**src/rtl/vga_sync_receiver_if.sv**
```systemverilog
// Sync/pixel bundle between a VGA source and the timing receiver.
// master drives pixel tick, syncs and colour; slave returns recovered timing.
interface vga_sync_receiver_if;
  logic       i_pixel_clock;
  logic       i_hsync;
  logic       i_vsync;
  logic       i_red;
  logic       i_green;
  logic       i_blue;
  logic       o_locked;
  logic       o_display_on;
  logic [9:0] o_h_spot;
  logic [9:0] o_v_spot;
  logic [2:0] o_color;
  logic       o_frame_start;
  logic       o_error;
  logic [7:0] o_err_count;

  modport master (
    output i_pixel_clock, i_hsync, i_vsync,
    output i_red, i_green, i_blue,
    input  o_locked, o_display_on,
    input  o_h_spot, o_v_spot, o_color,
    input  o_frame_start, o_error, o_err_count
  );

  modport slave (
    input  i_pixel_clock, i_hsync, i_vsync,
    input  i_red, i_green, i_blue,
    output o_locked, o_display_on,
    output o_h_spot, o_v_spot, o_color,
    output o_frame_start, o_error, o_err_count
  );
endinterface

```
**src/rtl/vga_sync_receiver.sv**
```systemverilog
// VGA sync receiver: recovers h/v position, checks timing, locks.
// Ports: i_clock, i_reset (async, active high), bus (slave modport).
module vga_sync_receiver #(
  parameter int H_ACTIVE    = 640,
  parameter int H_SYNC      = 96,
  parameter int H_BACK      = 48,
  parameter int H_TOTAL     = 800,
  parameter int V_ACTIVE    = 480,
  parameter int V_SYNC      = 2,
  parameter int V_BACK      = 33,
  parameter int V_TOTAL     = 525,
  parameter int LOCK_FRAMES = 2
) (
  input  logic i_clock,
  input  logic i_reset,
  vga_sync_receiver_if.slave bus
);
  localparam logic [9:0] H_LO = 10'(H_SYNC + H_BACK);
  localparam logic [9:0] H_HI = 10'(H_SYNC + H_BACK + H_ACTIVE);
  localparam logic [9:0] V_LO = 10'(V_SYNC + V_BACK);
  localparam logic [9:0] V_HI = 10'(V_SYNC + V_BACK + V_ACTIVE);
  localparam logic [9:0] H_END = 10'(H_TOTAL - 1);
  localparam logic [9:0] V_END = 10'(V_TOTAL - 1);
  localparam logic [9:0] H_SW = 10'(H_SYNC - 1);
  localparam logic [9:0] V_SW = 10'(V_SYNC - 1);
  localparam logic [9:0] C_MAX = 10'd1023;
  localparam logic [9:0] C_PRE = 10'd1022;
  localparam logic [7:0] LOCK_N = 8'(LOCK_FRAMES);

  typedef enum logic [1:0] {
    SEARCH,
    ACQUIRE,
    LOCKED
  } state_t;

  state_t     state_q;
  logic       hs_q;
  logic       vs_q;
  logic [9:0] h_cnt;
  logic [9:0] v_cnt;
  logic [9:0] h_nxt;
  logic [9:0] v_nxt;
  logic [7:0] good_q;
  logic       frame_bad;
  logic       tick;
  logic       h_fall;
  logic       h_rise;
  logic       v_fall;
  logic       v_rise;
  logic       viol;
  logic       active;
  logic       disp;

  assign tick   = bus.i_pixel_clock;
  assign h_fall = tick & hs_q & ~bus.i_hsync;
  assign h_rise = tick & ~hs_q & bus.i_hsync;
  assign v_fall = tick & vs_q & ~bus.i_vsync;
  assign v_rise = tick & ~vs_q & bus.i_vsync;

  always_comb begin
    h_nxt = h_cnt;
    v_nxt = v_cnt;
    if (h_fall)
      h_nxt = '0;
    else if (h_cnt != C_MAX)
      h_nxt = h_cnt + 10'd1;
    if (v_fall)
      v_nxt = '0;
    else if (h_fall && v_cnt != C_MAX)
      v_nxt = v_cnt + 10'd1;
  end

  // Saturation is flagged once, on the step into 1023.
  assign viol = tick & (
    (h_rise && h_cnt != H_SW) ||
    (h_fall && h_cnt != H_END) ||
    (v_rise && v_cnt != V_SW) ||
    (v_fall && v_cnt != V_END) ||
    (!h_fall && h_cnt == C_PRE) ||
    (h_fall && !v_fall && v_cnt == C_PRE));

  assign active = (h_nxt >= H_LO) && (h_nxt < H_HI) &&
                  (v_nxt >= V_LO) && (v_nxt < V_HI);
  assign disp = active && (state_q == LOCKED) && !viol;

  always_ff @(posedge i_clock or posedge i_reset) begin
    if (i_reset) begin
      state_q           <= SEARCH;
      hs_q              <= 1'b1;
      vs_q              <= 1'b1;
      h_cnt             <= '0;
      v_cnt             <= '0;
      good_q            <= '0;
      frame_bad         <= 1'b0;
      bus.o_locked      <= 1'b0;
      bus.o_display_on  <= 1'b0;
      bus.o_h_spot      <= '0;
      bus.o_v_spot      <= '0;
      bus.o_color       <= '0;
      bus.o_frame_start <= 1'b0;
      bus.o_error       <= 1'b0;
      bus.o_err_count   <= '0;
    end else begin
      bus.o_frame_start <= 1'b0;
      bus.o_error       <= 1'b0;
      if (tick) begin
        hs_q              <= bus.i_hsync;
        vs_q              <= bus.i_vsync;
        h_cnt             <= h_nxt;
        v_cnt             <= v_nxt;
        bus.o_frame_start <= v_fall;
        bus.o_display_on  <= disp;
        bus.o_h_spot      <= active ? h_nxt - H_LO : '0;
        bus.o_v_spot      <= active ? v_nxt - V_LO : '0;
        bus.o_color       <= disp ?
          {bus.i_red, bus.i_green, bus.i_blue} : 3'b000;
        unique case (state_q)
          SEARCH: begin
            if (v_fall) begin
              state_q   <= ACQUIRE;
              good_q    <= '0;
              frame_bad <= 1'b0;
            end
          end
          ACQUIRE: begin
            if (viol) begin
              bus.o_error <= 1'b1;
              good_q      <= '0;
              if (bus.o_err_count != 8'hFF)
                bus.o_err_count <= bus.o_err_count + 8'd1;
            end
            // A violation on the edge itself spoils the frame it closes.
            if (v_fall) begin
              frame_bad <= 1'b0;
              if (viol || frame_bad)
                good_q <= '0;
              else if (good_q + 8'd1 >= LOCK_N) begin
                state_q      <= LOCKED;
                bus.o_locked <= 1'b1;
                good_q       <= '0;
              end else
                good_q <= good_q + 8'd1;
            end else if (viol)
              frame_bad <= 1'b1;
          end
          LOCKED: begin
            if (viol) begin
              state_q      <= SEARCH;
              bus.o_locked <= 1'b0;
              bus.o_error  <= 1'b1;
              if (bus.o_err_count != 8'hFF)
                bus.o_err_count <= bus.o_err_count + 8'd1;
            end
          end
          default: state_q <= SEARCH;
        endcase
      end
    end
  end
endmodule

```
**src/flat_wrapper.sv**
```systemverilog
// flat-port wrapper written by rule: the top's interface ports become plain ports
module vga_sync_receiver_flat 
#(
  parameter int H_ACTIVE    = 640,
  parameter int H_SYNC      = 96,
  parameter int H_BACK      = 48,
  parameter int H_TOTAL     = 800,
  parameter int V_ACTIVE    = 480,
  parameter int V_SYNC      = 2,
  parameter int V_BACK      = 33,
  parameter int V_TOTAL     = 525,
  parameter int LOCK_FRAMES = 2
)
  (i_clock, i_reset, bus_i_pixel_clock, bus_i_hsync, bus_i_vsync, bus_i_red, bus_i_green, bus_i_blue, bus_o_locked, bus_o_display_on, bus_o_h_spot, bus_o_v_spot, bus_o_color, bus_o_frame_start, bus_o_error, bus_o_err_count);
  vga_sync_receiver_if bus_i ();
  input  logic i_clock;
  input  logic i_reset;
  input wire logic [$bits(bus_i.i_pixel_clock)-1:0] bus_i_pixel_clock;
  input wire logic [$bits(bus_i.i_hsync)-1:0] bus_i_hsync;
  input wire logic [$bits(bus_i.i_vsync)-1:0] bus_i_vsync;
  input wire logic [$bits(bus_i.i_red)-1:0] bus_i_red;
  input wire logic [$bits(bus_i.i_green)-1:0] bus_i_green;
  input wire logic [$bits(bus_i.i_blue)-1:0] bus_i_blue;
  output wire logic [$bits(bus_i.o_locked)-1:0] bus_o_locked;
  output wire logic [$bits(bus_i.o_display_on)-1:0] bus_o_display_on;
  output wire logic [$bits(bus_i.o_h_spot)-1:0] bus_o_h_spot;
  output wire logic [$bits(bus_i.o_v_spot)-1:0] bus_o_v_spot;
  output wire logic [$bits(bus_i.o_color)-1:0] bus_o_color;
  output wire logic [$bits(bus_i.o_frame_start)-1:0] bus_o_frame_start;
  output wire logic [$bits(bus_i.o_error)-1:0] bus_o_error;
  output wire logic [$bits(bus_i.o_err_count)-1:0] bus_o_err_count;
  assign bus_i.i_pixel_clock = bus_i_pixel_clock;
  assign bus_i.i_hsync = bus_i_hsync;
  assign bus_i.i_vsync = bus_i_vsync;
  assign bus_i.i_red = bus_i_red;
  assign bus_i.i_green = bus_i_green;
  assign bus_i.i_blue = bus_i_blue;
  assign bus_o_locked = bus_i.o_locked;
  assign bus_o_display_on = bus_i.o_display_on;
  assign bus_o_h_spot = bus_i.o_h_spot;
  assign bus_o_v_spot = bus_i.o_v_spot;
  assign bus_o_color = bus_i.o_color;
  assign bus_o_frame_start = bus_i.o_frame_start;
  assign bus_o_error = bus_i.o_error;
  assign bus_o_err_count = bus_i.o_err_count;
  vga_sync_receiver #(.H_ACTIVE(H_ACTIVE), .H_SYNC(H_SYNC), .H_BACK(H_BACK), .H_TOTAL(H_TOTAL), .V_ACTIVE(V_ACTIVE), .V_SYNC(V_SYNC), .V_BACK(V_BACK), .V_TOTAL(V_TOTAL), .LOCK_FRAMES(LOCK_FRAMES)) u_core (.i_clock(i_clock), .i_reset(i_reset), .bus(bus_i));
endmodule
```
**config.mk**
```make
export PLATFORM = sky130hd
export DESIGN_NAME = vga_sync_receiver_flat
export DESIGN_NICKNAME = d
export VERILOG_FILES = /design/src/rtl/vga_sync_receiver_if.sv /design/src/rtl/vga_sync_receiver.sv /design/src/flat_wrapper.sv
export SDC_FILE = /design/constraint.sdc
export NUM_CORES = 1
export LEC_CHECK = 0
export CAP_MARGIN = 15
export CORE_MARGIN = 2
export CORE_UTILIZATION = 49
export CTS_CLUSTER_DIAMETER = 200
export DETAILED_ROUTE_END_ITERATION = 8
export PLACE_DENSITY = 0.81
export SETUP_SLACK_MARGIN = 0.1
export SLEW_MARGIN = 20
export SYNTH_ARGS = -nofsm -noshare
export SYNTH_HDL_FRONTEND = slang
export SYNTH_SLANG_ARGS = --single-unit
```
**constraint.sdc**
```tcl
create_clock -name i_clock -period 3.7 [get_ports i_clock]
set_input_delay 0.74 -clock i_clock [delete_from_list [all_inputs] [get_ports i_clock]]
set_output_delay 0.74 -clock i_clock [all_outputs]
set_load 0.02 [all_outputs]
```
Yosys cells after proc, flatten, opt, wreduce, memory -nomap -nowiden:

Index checks and enable logic that the tools add are counted.

* register bits: 68
* bits of input ports: 8
* output and inout bits: 35
* word-level logic and storage cells: 118

* add/subtract/negate cells: 6
* order comparisons: 5
* eq/ne operators: 17
* multiplexer cells: 32
* bitwise operators: 13
* reduce and logical (&&, ||, !) cells: 30

Operators by type and width (number)
* $mux W10: 6
* $mux W8: 5
* $ne A10 B10 Y1 const B: 4
* $add A10 B1 Y10 const B: 2
* $eq A10 B10 Y1 const B: 2
* $lt A10 B10 Y1 const B: 2
* $add A8 B1 Y8 const B: 2
* $pmux W8 S2: 1
* $logic_and A1 B1 Y1: 13
* $reduce_and A6 Y1: 2
* $mux W1: 11
* $ge A10 B6 Y1 const B: 1
* $ge A10 B8 Y1 const B: 1
* $mux W2: 5
* $ne A10 B1 Y1 const B: 1
* $ne A10 B7 Y1 const B: 1
* $sub A10 B6 Y10 const B: 1
* $sub A10 B8 Y10 const B: 1
* $and A1 B1 Y1: 9
* $ge A8 B2 Y1 const B: 1
* $ne A2 B1 Y1 const B: 4
* $ne A8 B8 Y1 const B: 1
* $reduce_and A4 Y1: 2
* $logic_or A1 B1 Y1: 6
* 12 further kinds: 19

Depth between registers and ports, before layout:

* word-level depth: 14
* depth in mapped cells: 13

Worst setup path after synthesis:

Ideal clock, no wire load.

* kind: input to register
* from: input port bus_i_pixel_clock
* to: register u_core.bus.o_v_spot[2]
* library setup time: 0.137 ns
* data arrival time: 3.184 ns
* required time: 3.563 ns
* path slack: 0.379 ns
* cell stages on the path: 12
* buffers on the path: 3
* path through: buf_2 > nand3b_1 > buf_2 > a41oi_1 > xnor2_1 > nor2_1 > ha_1 > o41ai_1 > a21oi_1 > o2111ai_4 > buf_4 > o22ai_1

* word-level cells in the longest chain between the ends: 9

Ends and longest elaborated chain
* from (decl): line flat_wrapper.sv:18 `input wire logic [$bits(bus_i.i_pixel_clock)-1:0] bus_i_pixel_clock;`
* $and A1 B1 Y1 (2 in series): line vga_sync_receiver.sv:55 `assign h_fall = tick & hs_q & ~bus.i_hsync;`
* $logic_and A1 B1 Y1: line vga_sync_receiver.sv:69 `else if (h_fall && v_cnt != C_MAX)`
* $mux W10: line vga_sync_receiver.sv:69
* $mux W10 (*): line vga_sync_receiver.sv:67 `if (v_fall)`
* net u_core.v_nxt[0]: line vga_sync_receiver.sv:42 `logic [9:0] v_nxt;`
* $ge A10 B6 Y1: line vga_sync_receiver.sv:83 `(v_nxt >= V_LO) && (v_nxt < V_HI);`
* $logic_and A1 B1 Y1: line vga_sync_receiver.sv:82 `assign active = (h_nxt >= H_LO) && (h_nxt < H_HI) &&`
* $logic_and A1 B1 Y1: line vga_sync_receiver.sv:83
* $mux W10 (*): line vga_sync_receiver.sv:114 `bus.o_v_spot <= active ? v_nxt - V_LO : '0;`
* to (signal assigned): line vga_sync_receiver.sv:114
* to (decl): line vga_sync_receiver_if.sv:31 `output o_h_spot, o_v_spot, o_color,`

The timed path passes the listed nets; every way through them passes the cells marked *.
A chain may end at the register's enable or synchronous reset.

Worst setup path after layout:

* from: register u_core.h_cnt[1]
* to: register u_core.bus.o_h_spot[0]

* word-level cells in the longest chain between the ends: 8

Ends and longest elaborated chain
* from (decl): line vga_sync_receiver.sv:39 `logic [9:0] h_cnt;`
* from (signal assigned): line vga_sync_receiver.sv:109 `h_cnt <= h_nxt;`
* $add A10 B1 Y10 or $ne A10 B10 Y1 (tied branches): line vga_sync_receiver.sv:66, vga_sync_receiver.sv:65
* $mux W10 (*): line vga_sync_receiver.sv:65 `else if (h_cnt != C_MAX)`
* $mux W10 (*): line vga_sync_receiver.sv:63 `if (h_fall)`
* $ge A10 B8 Y1 or $lt A10 B10 Y1 (tied branches): line vga_sync_receiver.sv:82
* $logic_and A1 B1 Y1 (2 in series): line vga_sync_receiver.sv:82
* $logic_and A1 B1 Y1: line vga_sync_receiver.sv:83
* $mux W10 (*): line vga_sync_receiver.sv:113 `bus.o_h_spot <= active ? h_nxt - H_LO : '0;`
* to (signal assigned): line vga_sync_receiver.sv:113
* to (decl): line vga_sync_receiver_if.sv:31

Mark *: on every way between the ends. The rest lies on a longest branch, timed or not.

==> flow_summary.yaml <==
synth:
  synth.area.mux_share_pct: 3.55
  synthXorXnorAreaFrac_pct: 4.88
  synth_sequential_area_ratio_pct: 43.2
  synth_adder_area_share_pct: 5.07
  compound_gate_portion_of_the_synthesized_area_pct: 18.3
  synth_top_family_by_area: "compound AO/OA/AOI/OAI gates"
  post_synthesis_cell_count: 412
  synth_enable_flop_cells: 0
  area_share_of_and_or_nand_nor_cells_after_synthesis_pct: 17.9
  number_of_nets_in_the_synthesized_netlist: 436
  synthArstFlopShare_pct: 100
  netlist-cell-type-count: 67
  yosys_register_bits: 68
  ys.flop_type: "dfrtp_1"
  synth.yosys.warnings: 0
  syn-cell-area_mm2: 0.00395
  syn-mean-instance-area_um2: 9.58
setup_path:
  timing.critical_path.to_type: "flip-flop"
  cp_data_required_time_ns: 3.95
  cp_top_family: "compound AO/OA/AOI/OAI gates"
  critical_path.reg2reg.endpoint: "u_core.bus.o_h_spot[0]"
  critical_path_buf_inv_count: 2
  crit_arrival_ns: 3.57
  timing_worst_setup_path_type: "reg -> reg"
  regToRegStartpoint: "u_core.h_cnt[1]"
  timing.reg2reg.setup_slack_ns: 0.37
  critPathMostFrequentCell: "ha_1"
  critical-path-max-stage-delay_ns: 0.48
  cp_slowest_cell: "dfrtp_1"
  rr_worst_depth: 12
  crit_path_cell_trace: "ha_1 > nand3_1 > nor3_2 > o21ai_0 > a21oi_2 > inv_1 > ha_1 > a22oi_1 > a311o_1 > o2111ai_4 > buf_12 > o32ai_1"
  cp-start-kind: "flip-flop"
  crit_path_max_fanout: 23
grt:
  first_pass_grt_wire_length_um: 15700
  antenna_found_initial: 0
  global_route.overflow_total: 0
  fraction_of_met1_tracks_used_by_global_routing_pct: 30.8
  grtUsageMet2_pct: 36.0
  gr_util_met3_pct: 4.65
  grt_pass1_vias: 3157
  globalRoute.busiestLayer: "met2"
  maximum_number_of_pins_on_one_net_before_global_route_repair: 69
  groute.usage.overall_pct: 22.7
route:
  remaining_drc_errors: 0
  drtAntennaViolNets: 0
  first_pass_iteration_count_of_the_detailed_router: 4
  drt_iter0_markers: 227
  avgViaCountPerCell: 5.81
  wl_per_cell_um: 16.2
  num_vias: 3331
  routed_wl_um: 9270
placement:
  placed_cells_incl_taps: 557
  detailed_place_hpwl_um: 6590
  placement.setup.worst_slack_ns: 0.0498
  numPortBuffers: 42
  gp_routability_congestion: 0.951
sta:
  rsz0062_at_grt: "no"
  setup_viol_count_final: 0
  tightestPinTransition_ns: 0.835
  fin_worst_hold_slack_ns: 0.504
  clock_skew_ns: 0.00827
  final.period_utilization_pct: 89.9
  min_period_ns: 3.33
  final.setup.worst_slack_ns: 0.374
  timing_hold_violations_final: 0
  slew-limit-headroom_pct: 44.4
  max_freq_mhz: 301
  maxSlewViolCount: 0
  tns_ns: 0
power:
  p_int_w: 0.00160
  p_comb_share_pct: 33.1
  power_density_mw_per_mm2: 521
  power_switching_share_pct: 35.8
  netSwitchingPower_w: 0.000890
  power.static_leakage_nw: 2.12
  share_seq_of_total_power_pct: 39.9
  maximum_vdd_drop_mv: 0.519
  clock_power_share_pct: 27.0
clocking:
  clk_transition_reported_paths_ns: 0.08
  tritoncts: "built"
  h_tree_levels: 3
  root_buffer_master: "clkbuf_8"
  cts_hold_repair.buffers: 0
  cts_num_sinks: 68
  clock_insertion_delay_worst_skew_ns: 0.35
  clk_path_buf_depth: 2
  cts_buffers: 9
cells_and_area:
  final_nets: 490
  area_growth_pct: 21.0
  final-instance-count-excl-fill: 573
  most_common_cell_after_layout_fill_and_taps_aside: "dfrtp_1"
  mostFrequentLayoutCells: "dfrtp_1 (66), inv_1 (48), clkdlybuf4s50_1 (41), nand2_1 (31), nor2_1 (20)"
  insertedDiodeCount: 0
  core_utilization_of_the_finished_layout_pct: 61.5
  post_route_cells_drive_above_1_share_pct: 12.7
floorplanning:
  fp-row-count: 32
  floorplan.initialDensity_pct: 50.8
  dieArea_mm2: 0.00879
  die-height_um: 93.8
  core_mm2: 0.00777
  io_pins: 43
  die_w_um: 93.8
min_path:
  holdCritStartpoint: "u_core.bus.o_err_count[6]"
  hold_depth: 1
  hold_endpoint: "u_core.bus.o_err_count[6]"
  hold_path.class: "reg -> reg"
run_status:
  run_status: "finished, final reports clean"
job:
  max_capacitance_violation_total: 0
state kept, by name, indices dropped and copies added, names as in the netlist:
| name | count |
|---|---|
| u_core.h_cnt | 10 |
| u_core.frame_bad | 1 |
| u_core.bus.o_color | 3 |
| u_core.bus.o_error | 1 |
| u_core.bus.o_v_spot | 10 |
| u_core.bus.o_display_on | 1 |
| u_core.hs_q | 1 |
| u_core.bus.o_h_spot | 10 |
| u_core.state_q | 2 |
| u_core.v_cnt | 10 |
| u_core.bus.o_locked | 1 |
| u_core.bus.o_err_count | 8 |
| u_core.good_q | 8 |
| u_core.bus.o_frame_start | 1 |
| u_core.vs_q | 1 |
how the worst max path moves through the flow:
stage | startpoint | to | slack (ns) | cells after the start
floorplan | bus_i_pixel_clock | u_core.bus.o_v_spot[2] | 0.38 | 12
finish | u_core.h_cnt[1] | u_core.bus.o_h_spot[0] | 0.37 | 12
global placement | bus_i_hsync | u_core.bus.o_color[1] | 0.20 | 12
global route | u_core.h_cnt[1] | u_core.bus.o_h_spot[0] | 0.15 | 12
detailed placement | bus_i_hsync | u_core.bus.o_h_spot[0] | 0.05 | 12
CTS | u_core.h_cnt[1] | u_core.bus.o_h_spot[0] | 0.23 | 12
metrics by stage:
stage	area, um2	power, W
2_1_floorplan	3950	0.00154
3_3_place_gp	4550	0.00178
3_5_place_dp	4550	0.00182
4_1_cts	4770	0.00249
5_1_grt	4780	0.00265
6_report	4780	0.00249
metal layers:
layer	part of all wire [%]	routed length [um]	vias to the layer above
met2	49	4540	136
met5	0	0	-
met3	5.5	510	19
li1	-	-	1592
met1	43	4000	1584
met4	2.4	218	0
kinds of logic after synthesis:
logic type                 after synthesis
buffers and inverters                   68
AOI/OAI and AO/OA                       95
and+or+nand+nor                        130
adders and majority gates               16
muxes                                   13
xor gates and xnor gates                22
DFF                                     68
timing repair:
| item | in CTS | in global routing |
|---|---|---|
| endpoints found under the hold margin | 0 | 0 |
| gates resized for setup | 0 | 2 |
| setup buffers | 0 | 0 |
| setup endpoints to repair | 0 | 5 |
power by group through the flow:
stage	Combinational [W]	Sequential [W]	Clock (W)
final	0.000823	0.000992	0.000673
after global routing	0.000913	0.00102	0.000720
after CTS	0.000822	0.000989	0.000681
after detailed placement	0.000815	0.00100	0
after global placement	0.000788	0.000995	0
after floorplan	0.000541	0.00100	0
Yosys cell counts (9+ instances only):
cell	number	area, um2
nand3_1	14	70.1
a21oi_1	9	45.0
and2_1	10	62.6
ha_1	16	200
o21ai_0	17	85.1
xor2_1	9	78.8
inv_1	49	184
dfrtp_1	66	1650
nor2_1	20	75.1
xnor2_1	13	114
nand2_1	31	116
o22ai_1	18	113
nor3_1	12	60.1
area by class of cell:
cell class | instances | area (um2)
well taps | 102 | 128
inverters | 50 | 188
fillers | 640 | 2990
flip-flops and latches | 68 | 1700
clock inverters | 6 | 88.8
clock buffers | 10 | 128
repair buffers | 61 | 571
multi-input cells | 276 | 1970
Note: power is estimated with default switching activity, not from simulation.
